**config.mk**
```make
export PLATFORM = sky130hd
export DESIGN_NAME = masked_bus_unmasker
export DESIGN_NICKNAME = d
export VERILOG_FILES = /design/src/rtl/masked_bus_unmasker_pkg.sv /design/src/rtl/masked_bus_unmasker_xor_reduce.sv /design/src/rtl/masked_bus_unmasker.sv
export SDC_FILE = /design/constraint.sdc
export NUM_CORES = 1
export LEC_CHECK = 0
export ABC_AREA = 1
export CORE_AREA = 2 2 247 249
export CTS_BUF_LIST = sky130_fd_sc_hd__clkbuf_2 sky130_fd_sc_hd__clkbuf_4 sky130_fd_sc_hd__clkbuf_8
export DETAILED_ROUTE_END_ITERATION = 6
export DIE_AREA = 0 0 249 251
export GPL_ROUTABILITY_DRIVEN = 0
export SYNTH_ARGS = -nofsm -noshare
export SYNTH_HDL_FRONTEND = slang
export SYNTH_SLANG_ARGS = --single-unit
```
**constraint.sdc**
```tcl
create_clock -name clk -period 1.5 [get_ports clk]
set_clock_uncertainty 0.1 [all_clocks]
set_input_delay 0.3 -clock clk [delete_from_list [all_inputs] [get_ports clk]]
set_output_delay 0.3 -clock clk [all_outputs]
set_load 0.1 [all_outputs]
```
**src/rtl/masked_bus_unmasker_pkg.sv**
```systemverilog
// -----------------------------------------------------------------------------
// masked_bus_unmasker_pkg
// Layout helpers shared by the masked-gadget blocks so that every block agrees
// on where bit i of share s lives on an interleaved bus and on a share-major
// bus, and on how a chunk-order reversal maps bit positions.
//   shbus_idx      : interleaved bus index, bit i of share s -> i*D + s
//   shares_idx     : share-major bus index, bit i of share s -> s*COUNT + i
//   rev_chunk_idx  : source bit feeding output bit j after chunk reversal
// -----------------------------------------------------------------------------
package masked_bus_unmasker_pkg;

    // Interleaved (bit-major) sharing bus position of bit i of share s.
    function automatic int shbus_idx(input int i, input int s, input int d);
        return i * d + s;
    endfunction

    // Share-major sharing bus position of bit i of share s.
    function automatic int shares_idx(input int i, input int s, input int count);
        return s * count + i;
    endfunction

    // Source bit for output bit j when the chunk order of a word of n chunks
    // is reversed; the bit position inside its chunk is kept.
    function automatic int rev_chunk_idx(input int j, input int chunk, input int n);
        return (n - 1 - (j / chunk)) * chunk + (j % chunk);
    endfunction

endpackage : masked_bus_unmasker_pkg

```
**src/rtl/masked_bus_unmasker_xor_reduce.sv**
```systemverilog
// -----------------------------------------------------------------------------
// share_xor_reduce
// Recombines a share-major sharing bus into the unmasked value by XORing the
// D shares of every bit position. Purely combinational.
// Ports:
//   shares : COUNT*D share-major bus, bit s*COUNT+i = bit i of share s
//   data   : COUNT-bit recombined value
// -----------------------------------------------------------------------------
module share_xor_reduce
    import masked_bus_unmasker_pkg::*;
#(
    parameter int D     = 2,
    parameter int COUNT = 128
) (
    input  logic [COUNT*D-1:0] shares,
    output logic [COUNT-1:0]   data
);

    for (genvar i = 0; i < COUNT; i++) begin : g_bit
        logic [D-1:0] column_s;

        // Gather the D share bits that belong to unmasked bit i.
        for (genvar s = 0; s < D; s++) begin : g_share
            assign column_s[s] = shares[shares_idx(i, s, COUNT)];
        end

        assign data[i] = ^column_s;
    end

endmodule : share_xor_reduce

```
**src/rtl/masked_bus_unmasker.sv**
```systemverilog
// -----------------------------------------------------------------------------
// masked_bus_unmasker
// Registered unmasking stage for D-share masked buses. The interleaved input
// bus is de-interleaved into share-major layout, the shares are recombined by
// XOR and, when REVERSE=1, the chunk (byte) order of the result is reversed so
// it lines up with byte-serialised reference vectors. One register stage;
// latency is exactly one cycle and a word can be accepted every cycle.
// Ports:
//   clk        : clock, rising edge
//   rst        : synchronous active-high reset, wins over in_valid
//   in_valid   : input word present
//   in_shbus   : COUNT*D interleaved bus, bit i*D+s = bit i of share s
//   out_valid  : registered in_valid
//   out_shares : COUNT*D share-major bus, bit s*COUNT+i = bit i of share s
//   out_data   : COUNT-bit recombined value, chunk-reversed when REVERSE=1
// -----------------------------------------------------------------------------
module masked_bus_unmasker
    import masked_bus_unmasker_pkg::*;
#(
    parameter int D       = 2,
    parameter int COUNT   = 128,
    parameter int CHUNK   = 8,
    parameter int REVERSE = 1
) (
    input  logic               clk,
    input  logic               rst,
    input  logic               in_valid,
    input  logic [COUNT*D-1:0] in_shbus,
    output logic               out_valid,
    output logic [COUNT*D-1:0] out_shares,
    output logic [COUNT-1:0]   out_data
);

    localparam int N_CHUNKS = (CHUNK > 0) ? (COUNT / CHUNK) : 1;

    if ((D < 1) || (CHUNK < 1) || ((COUNT % CHUNK) != 0)) begin : g_bad_param
        $fatal(1, "masked_bus_unmasker: need D>=1 and COUNT a multiple of CHUNK");
    end

    logic [COUNT*D-1:0] shares_s;
    logic [COUNT-1:0]   recomb_s;
    logic [COUNT-1:0]   ordered_s;

    // De-interleave: pure wiring from bit-major to share-major layout.
    for (genvar s = 0; s < D; s++) begin : g_deint_share
        for (genvar i = 0; i < COUNT; i++) begin : g_deint_bit
            assign shares_s[shares_idx(i, s, COUNT)] = in_shbus[shbus_idx(i, s, D)];
        end
    end

    share_xor_reduce #(
        .D     (D),
        .COUNT (COUNT)
    ) u_xor_reduce (
        .shares (shares_s),
        .data   (recomb_s)
    );

    // Chunk reversal is wiring only; with a single chunk it degenerates to
    // the identity mapping.
    if (REVERSE == 1) begin : g_reverse
        for (genvar j = 0; j < COUNT; j++) begin : g_rev_bit
            assign ordered_s[j] = recomb_s[rev_chunk_idx(j, CHUNK, N_CHUNKS)];
        end
    end else begin : g_no_reverse
        assign ordered_s = recomb_s;
    end

    // Output register: data loads every cycle regardless of in_valid, so the
    // outputs always show the previous cycle's bus; reset clears everything.
    always_ff @(posedge clk) begin
        if (rst) begin
            out_valid  <= 1'b0;
            out_shares <= '0;
            out_data   <= '0;
        end else begin
            out_valid  <= in_valid;
            out_shares <= shares_s;
            out_data   <= ordered_s;
        end
    end

endmodule : masked_bus_unmasker

```
==> results of run 1 <==
[layer usage]
metal  vias to the layer above  track usage
met2                       483        0.258
met1                      5038        0.143
li1                       5546            -
met5                         -            0
met3                        92       0.0675
met4                         2       0.0629
[cell type report]
cell class,count,area (µm²),area share
inverters,259,975,0.0388
flip-flops and latches,385,8200,0.326
multi-input cells,768,2880,0.115
well taps,782,978,0.0389
repair buffers,674,10700,0.425
diodes,2,5.00,0.000199
clock buffers,103,1250,0.0497
clock inverters,14,153,0.00607
[synthesized netlist by cell type (all sizes together)]
cell	instances
inv	258
o21ai	1
dfxtp	385
nor2	512
buf	42
clkbuf	1
clkinv	1
nand2	255
[registers in the layout, indices dropped and copies added (netlist names)]
name,cells
out_valid,1
out_data,128
out_shares,256
[power groups by stage]
stage          sequential (mW)  combinational [mW]  clock (mW)
2_1_floorplan             15.6               0.744           0
3_3_place_gp              11.6                8.91           0
3_5_place_dp              11.6                8.95           0
4_1_cts                   11.5                8.99        10.6
5_1_grt                   11.5                9.23        11.1
6_report                  11.5                8.93        10.2
[cell families after synthesis]
group	count (synthesis)
buffers and inverters	302
flip-flops	385
AO/OA/AOI/OAI	1
AND/OR/NAND/NOR	767
[per-stage QoR]
step,cells,util,setup slack [ns],area (µm²)
4_1_cts,2985,0.420,-0.259,25100
3_3_place_gp,2867,0.388,0.0783,23200
3_5_place_dp,2867,0.388,0.0744,23200
6_report,2987,0.420,-0.137,25100
2_1_floorplan,1455,-,0.191,11900
5_1_grt,2985,0.420,-0.226,25100
[worst min-delay path by stage]
stage / start / end / cells past startpoint
2_1_floorplan: in_shbus[0] / out_shares[0] / 2
3_3_place_gp: rst / out_data[90] / 4
3_5_place_dp: rst / out_data[90] / 4
5_1_grt: in_shbus[96] / out_shares[48] / 3
4_1_cts: in_valid / out_valid / 3
6_report: in_valid / out_valid / 3
[repair_timing]
item                       4_1_cts  5_1_grt
hold endpoints to repair        15        0
gates resized for setup        391        0
hold buffers                     1        0
setup endpoints to repair      385      385
setup buffers                    0        0
[cells in the final DEF, fill, tap and decap left out, drive strengths merged]
cell type and instances:
inv 262, buf 415, diode 2, dfxtp 385, o21ai 1, clkinv 7, clkdlybuf4s50 257, dlygate4sd3 1
clkbuf 104, clkinvlp 2, nand2 255, nor2 512, bufinv 2
==> impl_metrics.tcl, run 1 <==
set metrics [dict create \
    cellInternalPower_mw 19.9 \
    start_util 0.199 \
    syn_nets 1714 \
    cp-endpoint "out_data[123]" \
    clk_pin_slew_ns 0.06 \
    crit_chain "buf_12" \
    ios 644 \
    finalCritPeriodShare 1.09 \
    cp.arrival_ns 1.24 \
    drv_cap 0 \
    ys_ff_latch 385 \
    path_buf_inv 1 \
    rsz0062_at_grt "true" \
    dieArea_mm2 0.0625 \
    dr.max_layer_used "met5" \
    power.leakage_nw 11.8 \
    peakVddDrop_uv 854 \
    rows 90 \
    seq_power_share 0.376 \
    hold_class "in2reg" \
    drt_wl_total_mm 45.6 \
    end_kind "primary output" \
    synth_seq_area_share 0.649 \
    synth_xor_area_frac 0 \
    status "finished with violations" \
    wl_met3_mm 4.89 \
    power_switching_mw 10.7 \
    wl_per_cell_um 15.3 \
    yosys_warnings 0 \
    cp_top_family "flip-flops" \
    syn_inst 1455 \
    place_hpwl_mm 36.1 \
    vias 11200 \
    grt_max_degree 46 \
    routed_via_density 3.74 \
    critPathKind "reg2out" \
    grtUsageTotal 0.144 \
    ant_nets 0 \
    die_x_um 249 \
    cts_buffer_depth 3 \
    p_total_mw 30.6 \
    critPathMaxStageDelay_ns 0.41 \
    max_slew_margin 0.774 \
    nFillCells 5552 \
    antenna_found_initial 2 \
    crit_start "out_data[123]" \
    wl_met1_mm 16.1 \
    holdWs_ns 0.0992 \
    synthAdderAreaFrac 0 \
    worst_setup_path_start_kind "register" \
    syn_to_final_growth_pct 112 \
    core_area_mm2 0.0598 \
    synth-simple-area-share 0.243 \
    drv_slew 0 \
    synth_cell_types 10 \
    syn_avg_cell_area_um2 8.16 \
    required_ns 1.10 \
    cts_buffers 69 \
    worst_slew_pin_slew_ns 0.338 \
    synth_top_family_by_area "simple AND/OR/NAND/NOR gates" \
    synth.area.top_cells "dfxtp_1 (65%), nor2_1 (16%), inv_1 (8.2%)" \
    violations "negative setup slack" \
    yosysTopAreaCellShare 0.649 \
    pwr-share-clk 0.332 \
    p_per_area_mw_per_mm2 1220 \
    muxShareOfSynthArea 0 \
    cts_tree "done" \
    setup_viol 385 \
    crit_slowest_cell "dfxtp_4" \
    drtIter0Drc 381 \
    dr.pass1.iters 7 \
    fin_crit_ns 1.64 \
    nets 2416 \
    grt_pass1_vias 11300 \
    die_y_um 251 \
    syn_area_mm2 0.0119 \
    clock_tree.htree_level_count 3 \
    cp_num_cells 1 \
    cts-root-buf "clkbuf_8" \
    clock_sinks 385 \
    p_sw_frac 0.348 \
    worst_slack_ns -0.137 \
    drc 0 \
    max_freq_ghz 0.611 \
    met2_wirelength_mm 23.0 \
    finalSetupTns_ns -15.43 \
    grt_first_pass_wirelength_mm 67.9 \
    port_buffers 643 \
    hold_violations 0 \
    overflow 0 \
    cp_max_fo 1 \
    pwr-share-comb 0.292 \
    synth_compound_area_frac 0.000422 \
    drive_above_1_share 0.417 \
    yosysTopAreaCell "dfxtp_1" \
]
(Power assumes the default switching activity.)
==> run 2: changes to the inputs <==
--- a/config.mk
+++ b/config.mk
@@ -10,7 +10,6 @@
 export CTS_BUF_LIST = sky130_fd_sc_hd__clkbuf_2 sky130_fd_sc_hd__clkbuf_4 sky130_fd_sc_hd__clkbuf_8
 export DETAILED_ROUTE_END_ITERATION = 6
 export DIE_AREA = 0 0 249 251
-export GPL_ROUTABILITY_DRIVEN = 0
 export SYNTH_ARGS = -nofsm -noshare
 export SYNTH_HDL_FRONTEND = slang
 export SYNTH_SLANG_ARGS = --single-unit
==> results of run 2 <==
Same layout as run 1: the final DEF is identical, and so are final timing and power.
==> run 3: changes to the inputs <==
--- a/config.mk
+++ b/config.mk
@@ -10,6 +10,8 @@
 export CTS_BUF_LIST = sky130_fd_sc_hd__clkbuf_2 sky130_fd_sc_hd__clkbuf_4 sky130_fd_sc_hd__clkbuf_8
 export DETAILED_ROUTE_END_ITERATION = 6
 export DIE_AREA = 0 0 249 251
+export SETUP_SLACK_MARGIN = 0.05
 export SYNTH_ARGS = -nofsm -noshare
 export SYNTH_HDL_FRONTEND = slang
 export SYNTH_SLANG_ARGS = --single-unit
+export TNS_END_PERCENT = 20
==> results of run 3 <==
Same layout as run 1: the final DEF is identical, and so are final timing and power.
